--- src/rtl/uart_pkg.sv ---
// Shared definitions for the UART receive path: data width, default bit
// pacing and the state encodings of the receive and handshake machines.
package uart_pkg;

    localparam int DATA_BITS             = 8;
    localparam int CLKS_PER_BIT_DEFAULT  = 8;

    typedef enum logic [2:0] {
        IDLE       = 3'd0,
        START      = 3'd1,
        DATA       = 3'd2,
        STOP       = 3'd3,
        BREAK_WAIT = 3'd4
    } rx_state_t;

    typedef enum logic [1:0] {
        HS_IDLE = 2'd0,
        HS_REQ  = 2'd1,
        HS_WAIT = 2'd2
    } hs_state_t;

endpackage

--- src/rtl/uart_rcv_if.sv ---
// Consumer-side bundle of the UART receiver: received byte, 4-phase Req/Ack
// handshake and the two error pulses. The receiver is the master.
interface uart_rcv_if;
    import uart_pkg::*;

    logic [DATA_BITS-1:0] char;
    logic                 Req;
    logic                 Ack;
    logic                 frame_err;
    logic                 overrun;

    modport master (
        output char,
        output Req,
        output frame_err,
        output overrun,
        input  Ack
    );

    modport slave (
        input  char,
        input  Req,
        input  frame_err,
        input  overrun,
        output Ack
    );

endinterface

--- src/rtl/uart_sync.sv ---
// Two-flop synchronizer for a single asynchronous input. Both flops reset to
// 1 so an idle-high serial line does not look like a start edge after reset.
module uart_sync (
    input  logic clk,
    input  logic clr_n,
    input  logic i_async,
    output logic o_sync
);

    logic r_meta;
    logic r_sync;

    // Shift the raw input through two flops to settle metastability.
    always_ff @(posedge clk or negedge clr_n) begin
        if (!clr_n) begin
            r_meta <= 1'b1;
            r_sync <= 1'b1;
        end else begin
            r_meta <= i_async;
            r_sync <= r_meta;
        end
    end

    assign o_sync = r_sync;

endmodule

--- src/rtl/uart_rcv.sv ---
// 8N1 UART receiver: synchronizes the serial line, samples each bit at its
// mid-point, and offers completed bytes to a consumer over a 4-phase Req/Ack
// handshake that runs independently of reception. Framing errors and
// overruns are reported as single-cycle pulses.
module uart_rcv
    import uart_pkg::*;
#(
    parameter int CLKS_PER_BIT = CLKS_PER_BIT_DEFAULT,
    parameter int HALF_BIT     = CLKS_PER_BIT / 2
) (
    input  logic          clk,
    input  logic          clr_n,
    input  logic          TxD,
    uart_rcv_if.master    bus
);

    localparam int CNT_W = $clog2(CLKS_PER_BIT);
    localparam int IDX_W = $clog2(DATA_BITS);

    localparam logic [CNT_W-1:0] BIT_LAST  = CNT_W'(CLKS_PER_BIT - 1);
    localparam logic [CNT_W-1:0] HALF_LAST = CNT_W'(HALF_BIT - 1);
    localparam logic [IDX_W-1:0] IDX_LAST  = IDX_W'(DATA_BITS - 1);

    rx_state_t            r_rx_state;
    hs_state_t            r_hs_state;
    logic [CNT_W-1:0]     r_cnt;
    logic [IDX_W-1:0]     r_bit_idx;
    logic [DATA_BITS-1:0] r_shreg;
    logic [DATA_BITS-1:0] r_char;
    logic                 r_frame_err;
    logic                 r_overrun;

    logic w_rx_s;
    logic w_bit_end;
    logic w_half_end;
    logic w_hs_busy;
    logic w_load;

    uart_sync u_sync (
        .clk     (clk),
        .clr_n   (clr_n),
        .i_async (TxD),
        .o_sync  (w_rx_s)
    );

    assign w_bit_end  = (r_cnt == BIT_LAST);
    assign w_half_end = (r_cnt == HALF_LAST);
    assign w_hs_busy  = (r_hs_state != HS_IDLE);
    assign w_load     = (r_rx_state == STOP) && w_bit_end && w_rx_s && !w_hs_busy;

    // Receive sequencing: start-edge hunt, mid-bit sampling, stop-bit check.
    always_ff @(posedge clk or negedge clr_n) begin
        if (!clr_n) begin
            r_rx_state  <= IDLE;
            r_cnt       <= '0;
            r_bit_idx   <= '0;
            r_shreg     <= '0;
            r_frame_err <= 1'b0;
            r_overrun   <= 1'b0;
        end else begin
            r_frame_err <= 1'b0;
            r_overrun   <= 1'b0;
            case (r_rx_state)
                IDLE: begin
                    if (!w_rx_s) begin
                        r_cnt      <= '0;
                        r_rx_state <= START;
                    end
                end
                START: begin
                    if (w_half_end) begin
                        r_cnt <= '0;
                        if (!w_rx_s) begin
                            r_bit_idx  <= '0;
                            r_rx_state <= DATA;
                        end else begin
                            r_rx_state <= IDLE;
                        end
                    end else begin
                        r_cnt <= r_cnt + 1'b1;
                    end
                end
                DATA: begin
                    if (w_bit_end) begin
                        r_cnt              <= '0;
                        r_shreg[r_bit_idx] <= w_rx_s;
                        if (r_bit_idx == IDX_LAST) begin
                            r_rx_state <= STOP;
                        end else begin
                            r_bit_idx <= r_bit_idx + 1'b1;
                        end
                    end else begin
                        r_cnt <= r_cnt + 1'b1;
                    end
                end
                STOP: begin
                    if (w_bit_end) begin
                        r_cnt <= '0;
                        if (w_rx_s) begin
                            r_overrun  <= w_hs_busy;
                            r_rx_state <= IDLE;
                        end else begin
                            r_frame_err <= 1'b1;
                            r_rx_state  <= BREAK_WAIT;
                        end
                    end else begin
                        r_cnt <= r_cnt + 1'b1;
                    end
                end
                BREAK_WAIT: begin
                    if (w_rx_s) begin
                        r_rx_state <= IDLE;
                    end
                end
                default: begin
                    r_rx_state <= IDLE;
                end
            endcase
        end
    end

    // Output byte register: only updated when the consumer is free to take it.
    always_ff @(posedge clk or negedge clr_n) begin
        if (!clr_n) begin
            r_char <= '0;
        end else if (w_load) begin
            r_char <= r_shreg;
        end
    end

    // 4-phase handshake toward the consumer, independent of reception.
    always_ff @(posedge clk or negedge clr_n) begin
        if (!clr_n) begin
            r_hs_state <= HS_IDLE;
        end else begin
            case (r_hs_state)
                HS_IDLE: begin
                    if (w_load) begin
                        r_hs_state <= HS_REQ;
                    end
                end
                HS_REQ: begin
                    if (bus.Ack) begin
                        r_hs_state <= HS_WAIT;
                    end
                end
                HS_WAIT: begin
                    if (!bus.Ack) begin
                        r_hs_state <= HS_IDLE;
                    end
                end
                default: begin
                    r_hs_state <= HS_IDLE;
                end
            endcase
        end
    end

    assign bus.char      = r_char;
    assign bus.Req       = (r_hs_state == HS_REQ);
    assign bus.frame_err = r_frame_err;
    assign bus.overrun   = r_overrun;

endmodule

--- src/flat_wrapper.sv ---
// flat-port wrapper written by rule: the top's interface ports become plain ports
module uart_rcv_flat import uart_pkg::*;
#(
    parameter int CLKS_PER_BIT = CLKS_PER_BIT_DEFAULT,
    parameter int HALF_BIT     = CLKS_PER_BIT / 2
)
  (clk, clr_n, TxD, bus_char, bus_Req, bus_frame_err, bus_overrun, bus_Ack);
  uart_rcv_if bus_i ();
  input  logic clk;
  input  logic clr_n;
  input  logic TxD;
  output wire logic [$bits(bus_i.char)-1:0] bus_char;
  output wire logic [$bits(bus_i.Req)-1:0] bus_Req;
  output wire logic [$bits(bus_i.frame_err)-1:0] bus_frame_err;
  output wire logic [$bits(bus_i.overrun)-1:0] bus_overrun;
  input wire logic [$bits(bus_i.Ack)-1:0] bus_Ack;
  assign bus_char = bus_i.char;
  assign bus_Req = bus_i.Req;
  assign bus_frame_err = bus_i.frame_err;
  assign bus_overrun = bus_i.overrun;
  assign bus_i.Ack = bus_Ack;
  uart_rcv #(.CLKS_PER_BIT(CLKS_PER_BIT), .HALF_BIT(HALF_BIT)) u_core (.clk(clk), .clr_n(clr_n), .TxD(TxD), .bus(bus_i));
endmodule
--- config.mk ---
export PLATFORM = sky130hd
export DESIGN_NAME = uart_rcv_flat
export DESIGN_NICKNAME = d
export VERILOG_FILES = /design/src/rtl/uart_pkg.sv /design/src/rtl/uart_rcv_if.sv /design/src/rtl/uart_sync.sv /design/src/rtl/uart_rcv.sv /design/src/flat_wrapper.sv
export SDC_FILE = /design/constraint.sdc
export NUM_CORES = 1
export LEC_CHECK = 0
export BUFFER_PORTS_ARGS = -buffer_cell sky130_fd_sc_hd__buf_2
export CAP_MARGIN = 20
export CORE_ASPECT_RATIO = 0.8
export CORE_MARGIN = 1
export CORE_UTILIZATION = 50
export DETAILED_ROUTE_END_ITERATION = 12
export PLACE_DENSITY = 0.77
export SETUP_SLACK_MARGIN = 0.5
export SKIP_LAST_GASP = 1
export SYNTH_ARGS = -nofsm -noshare
export SYNTH_HDL_FRONTEND = slang
export SYNTH_SLANG_ARGS = --single-unit
--- constraint.sdc ---
create_clock -name clk -period 2 [get_ports clk]
set_clock_uncertainty 0.05 [all_clocks]
set_input_delay 0.1 -clock clk [delete_from_list [all_inputs] [get_ports clk]]
set_output_delay 0.1 -clock clk [all_outputs]
set_load 0.01 [all_outputs]
# Word level (Yosys, flattened, before mapping)

Index checks and enable logic that the tools add are counted.

$add $sub $neg: 2
Order comparisons: 2
Equality and inequality tests: 20
Mux-type cells: 30
Reductions and logical operators: 16

Operators with widths:

| kind                                                                  | number |
|---|---|
| 3-bit 2-to-1 mux                                                      | 13 |
| 3-bit case mux with 5 select lines                                    | 1 |
| 2-bit by 1-bit != test with 1-bit output, second input constant       | 6 |
| 2-bit != test, second input constant                                  | 5 |
| 3-bit by 2-bit == test with 1-bit output, second input constant       | 3 |
| 3-bit == test, second input constant                                  | 3 |
| 3-bit case mux with 3 select lines                                    | 1 |
| 8-bit bitwise mux                                                     | 1 |
| 2-bit 2-to-1 mux                                                      | 4 |
| 1-bit 2-to-1 mux                                                      | 7 |
| 3-bit by 1-bit adder with 3-bit output, second input constant         | 2 |
| 2-bit case mux with 3 select lines                                    | 1 |
| 3-bit case mux with 2 select lines                                    | 1 |
| 6-bit AND reduction                                                   | 1 |
| 5-bit AND reduction                                                   | 1 |
| 1-bit logical AND                                                     | 4 |
| 3-bit by 4-bit < comparator with 1-bit output, second input constant  | 1 |
| 2-bit AND reduction                                                   | 2 |
| 2-bit nonzero test                                                    | 2 |
| 1-bit demux with 3-bit select                                         | 1 |
| 3-bit by 1-bit == test with 1-bit output, second input constant       | 1 |
| 3-bit by 1-bit >= comparator with 1-bit output, second input constant | 1 |
| 3-bit logical NOT                                                     | 1 |
| 3-bit AND reduction                                                   | 1 |
| 6 further kinds                                                       | 6 |

Flip-flop bits (word level): 31
Bits of input ports: 4
Word-level logic and storage cells: 80

# Depth between registers and ports, before layout

Depth in word-level cells: 6
Gate-level depth with buffers: 6

# Modules after synthesis

Synthesis repeated with hierarchy kept, for this count alone.

Cell total of the unflattened synthesis: 118
Area, all modules: 1,514.0 µm²

Modules (own cells, without submodules):

| module    | times used | cells an instance | area an instance (µm²) | sequential area each (µm²) |
|---|---|---|---|---|
| uart_rcv  | 1          | 116               | 1,461.4                | 725.7 |
| uart_sync | 1          | 2                 | 52.6                   | 52.6 |

# Worst setup path after synthesis

OpenSTA, ideal clock, no wires.

Path kind: register to register
Start point: reg u_core.r_cnt[0]
End point: reg u_core.r_char[0] (netlist: u_core.bus.char[0])
Library setup time: 0.125 ns
Data arrival time: 1.718 ns
Data required time: 1.825 ns
Slack: 0.106 ns
Stages on the path, launching flop included: 7
Clock period less this slack: 1.894 ns
Cell sequence: dfrtp_1 -> ha_1 -> ha_1 -> nand4_2 -> or3_1 -> buf_6 -> mux2_4

Word-level cells in the longest chain between the ends: 4

Ends and longest elaborated chain:

| item                            | RTL line        | text |
|---|---|---|
| start: declaration              | uart_rcv.sv:26  | `logic [CNT_W-1:0] r_cnt;` |
| start signal: assignment        | uart_rcv.sv:80  | `r_cnt <= r_cnt + 1'b1;` |
| start signal: assignment        | uart_rcv.sv:93  | `r_cnt <= r_cnt + 1'b1;` |
| start signal: assignment        | uart_rcv.sv:107 | `r_cnt <= r_cnt + 1'b1;` |
| 3-bit == test                   | uart_rcv.sv:46  | `assign w_bit_end = (r_cnt == BIT_LAST);` |
| 1-bit logical AND (3 in series) | uart_rcv.sv:49  | `assign w_load = (r_rx_state == STOP) && w_bit_end && w_rx_s && !w_hs_busy;` |
| end signal: assignment          | uart_rcv.sv:127 | `r_char <= r_shreg;` |
| end: declaration                | uart_rcv.sv:29  | `logic [DATA_BITS-1:0] r_char;` |

Every way passes these cells.
A chain may end at the register's enable or synchronous reset.

# Final worst setup path

Start point: reg u_core.r_cnt[0]
End point: reg u_core.r_char[1] (netlist: u_core.bus.char[1])

Same word-level chain as after synthesis.

==> results.md <==
* Fin. max-slew vios at 0
* Ys flop type: dfrtp_1
* DR iter-0 viols at 29
* Inserted Clock Buffers at 5
* CTS tree: done
* HPWL Detailed at 1.79 mm
* Total track usage at 19.3%
* Initial antenna violation count at 0
* Layout fillers at 195
* WS Path Type: flop to flop
* Vias in the first global route at 986
* Global-route wire length before repair at 4.45 mm
* Layout cells sized above 1 at 53.7%
* Die Ht at between 50 and 60 microns
* Vias at around 1000
* Yosys reg bits at 31
* Multi-input logic area at 772 sq um
* Worst-path clk slew at 100 ps
* PD cells at around 970 mW/mm^2
* Proportion of netlist area held by the largest area contributor at 49.7%
* Syn. warnings at 0
* Register area at just under 800 sq um
* Critical Path Start Type: flop
* RR Startpoint: u_core.r_cnt[0]
* Largest cells by area after synthesis: dfrtp_1 50%, mux2_4 8.2%, mux2_2 7.7%, ha_1 6.0%, dfstp_2 3.6%
* Final WL at 2.92 mm
* Max Cap Viol at 0
* Post-synth top cells: 29 x dfrtp_1, 13 x nor2_1, 10 x mux2_2, 8 x mux2_4, 7 x ha_1
* WP data arrival at about 1900 ps
* R2r setup slk at 260 ps
* Die width at 62.4 microns
* Met1 Track Usage GR at 25.5%
* RePlAce Congestion at around 0.9
* Rel. slew slack at 55.7%
* HP Class: input pin to asynchronous set/reset pin
* Fin crit period at 1740 ps
* Drt drc at 0
* Slew @ Worst Pin at 664 ps
* H-tree levels at 2
* Synthesized net count at 124
* Floorplan row count at 17
* Via density at roughly 5.4
* Area Growth Syn to Fin at 29.6%
* Largest net degree at the start of global routing at 32
* Cell Area, Synth at 0.00146 sq mm
* Clk buf depth at 2
* Core box area at 0.00277 sq mm
* Routed WL per cell at 15.8 microns
* Max IR drop VDD at 0.000587 V
* FFs w/ async S/R, synth at 100%
* Top Ports at 15
* Skew-Pair Late Insertion Delay at 340 ps
* Grt met2 use at ~29%
* CP endpoint kind: flop
* NumNets Final at 157
* Worst reg-to-reg path cell count at 5
* Worst-path fanout max at 8
* Lkg Pwr at 0.913 nW
* FMAX at 574 MHz
* Post-synth EDFFs at 0
* Unrepaired setup endpoints after global routing: true
* Overflow after GRT at 0
* Syn avg cell area at 12.9 sq um
* Most common cell in the netlist: dfrtp_1
* Root Buffer: clkbuf_4
* Run status: finished clean
* TNS Setup at 0 ps
* Routed Antenna Nets at 0
* Global route hottest layer: met2
* Synth cell types at 32
* Inserted Diodes at 0
* Syn Inst Count at approximately 110
* Worst r2r dst: u_core.bus.char[1]
* Met3 Track Usage GR at 4.77%
* Initial core utilization at 52.9%
* Fin crit share at 87.2%
* Synth area leader: dfrtp_1
* Setup violators final at 0
* Seq/Total Area, Yosys at 53.3%
* Router iterations before antenna repair at 4
* Final Hold Fails at 0
* Port Buf Inserts at 14
* Final core area utilization at 68.5%
* Die Footprint at between 0.003 and 0.004 sq mm
* TritonCTS Sinks at 31
* Critical Path RT at 2180 ps
[cell families (layout without fill, tap and decap cells)]
logic type               count (synthesis)  count (layout)  synth area share, %
AO/OA/AOI/OAI                           11              11                 5.74
adder cells (fa/ha/maj)                  7               7                 5.99
buffers and inverters                    8              42                 2.91
flip-flops                              31              31                 53.3
multiplexers                            19              19                 17.7
AND/OR/NAND/NOR                         37              37                 14.4
[per-stage QoR]
step	std cells	instance area (sq um)	hold slack [ps]	power (mW)	setup slack (ps)
after floorplan	113	1520	-246	1.14	254
after global placement	163	1620	109	1.20	80.2
after detailed placement	163	1620	120	1.23	37.2
after CTS	178	1770	284	1.69	215
after global routing	185	1890	315	1.93	180
final	185	1890	267	1.84	257
[per-layer routing]
layer / wire length (microns) / vias to the layer above
met5: 0 / -
met4: 89 / 0
met3: 135 / 10
met2: 1330 / 28
met1: 1370 / 506
li1: - / 464
[critical path, stage by stage (launching register included)]
cell and delay [ps]:
dfrtp_1 400, ha_4 180, ha_4 160, nand4_4 90
or3_4 430, mux2_4 320
[layout by cell type, fill, tap and decap left out, types with 3 or more instances in the layout]
master          n
nor2_2          6
buf_4          10
nand2b_1        3
buf_6           3
inv_1           4
nand2_1         5
clkbuf_4        5
dfrtp_2         3
mux2_2          8
mux2_4         10
nor2_1          7
dlygate4sd3_1   3
buf_2          14
dfrtp_1        26
ha_4            4
a22o_1          3
[how the worst max path moves through the flow]
stage | start | end | slack [ps] | cells after the start
after global placement | u_core.r_cnt[0] | u_core.bus.char[1] | 80 | 5
after detailed placement | u_core.r_cnt[1] | u_core.bus.char[1] | 40 | 5
final | u_core.r_cnt[0] | u_core.bus.char[1] | 260 | 5
after CTS | u_core.r_rx_state[1] | u_core.bus.char[1] | 210 | 4
after global routing | u_core.r_rx_state[2] | u_core.r_shreg[0] | 180 | 5
after floorplan | u_core.r_cnt[0] | u_core.bus.char[0] | 250 | 6
[flip-flops by register name (all words and copies together) (netlist names)]
register and cells:
u_core.bus.char 8, u_core.bus.frame_err 1, u_core.bus.overrun 1, u_core.r_bit_idx 3
u_core.r_cnt 3, u_core.r_hs_state 2, u_core.r_rx_state 3, u_core.r_shreg 8
u_core.u_sync.o_sync 1, u_core.u_sync.r_meta 1
[power by group]
part           leakage (nW)  internal (mW)  switching (mW)
registers             0.411          0.709           0.104
logic                 0.463          0.326           0.278
clock network        0.0386          0.207           0.212
total                 0.913           1.24           0.595
[timing repair]
action | 4_1_cts | 5_1_grt
pin swaps | 3 | 8
buffers inserted | 4 | 7
hold buffers | 3 | 0
setup endpoints to repair | 20 | 23
endpoints found under the hold margin | 32 | 0
gates resized for setup | 6 | 20
[cell type report]
cell class	count	area share [%]
clock buffers	8	3.63
inverters	4	0.793
multi-input cells	74	40.8
flip-flops and latches	31	41.3
repair buffers	30	11.0
well taps	38	2.51
(Power assumes the default switching activity.)
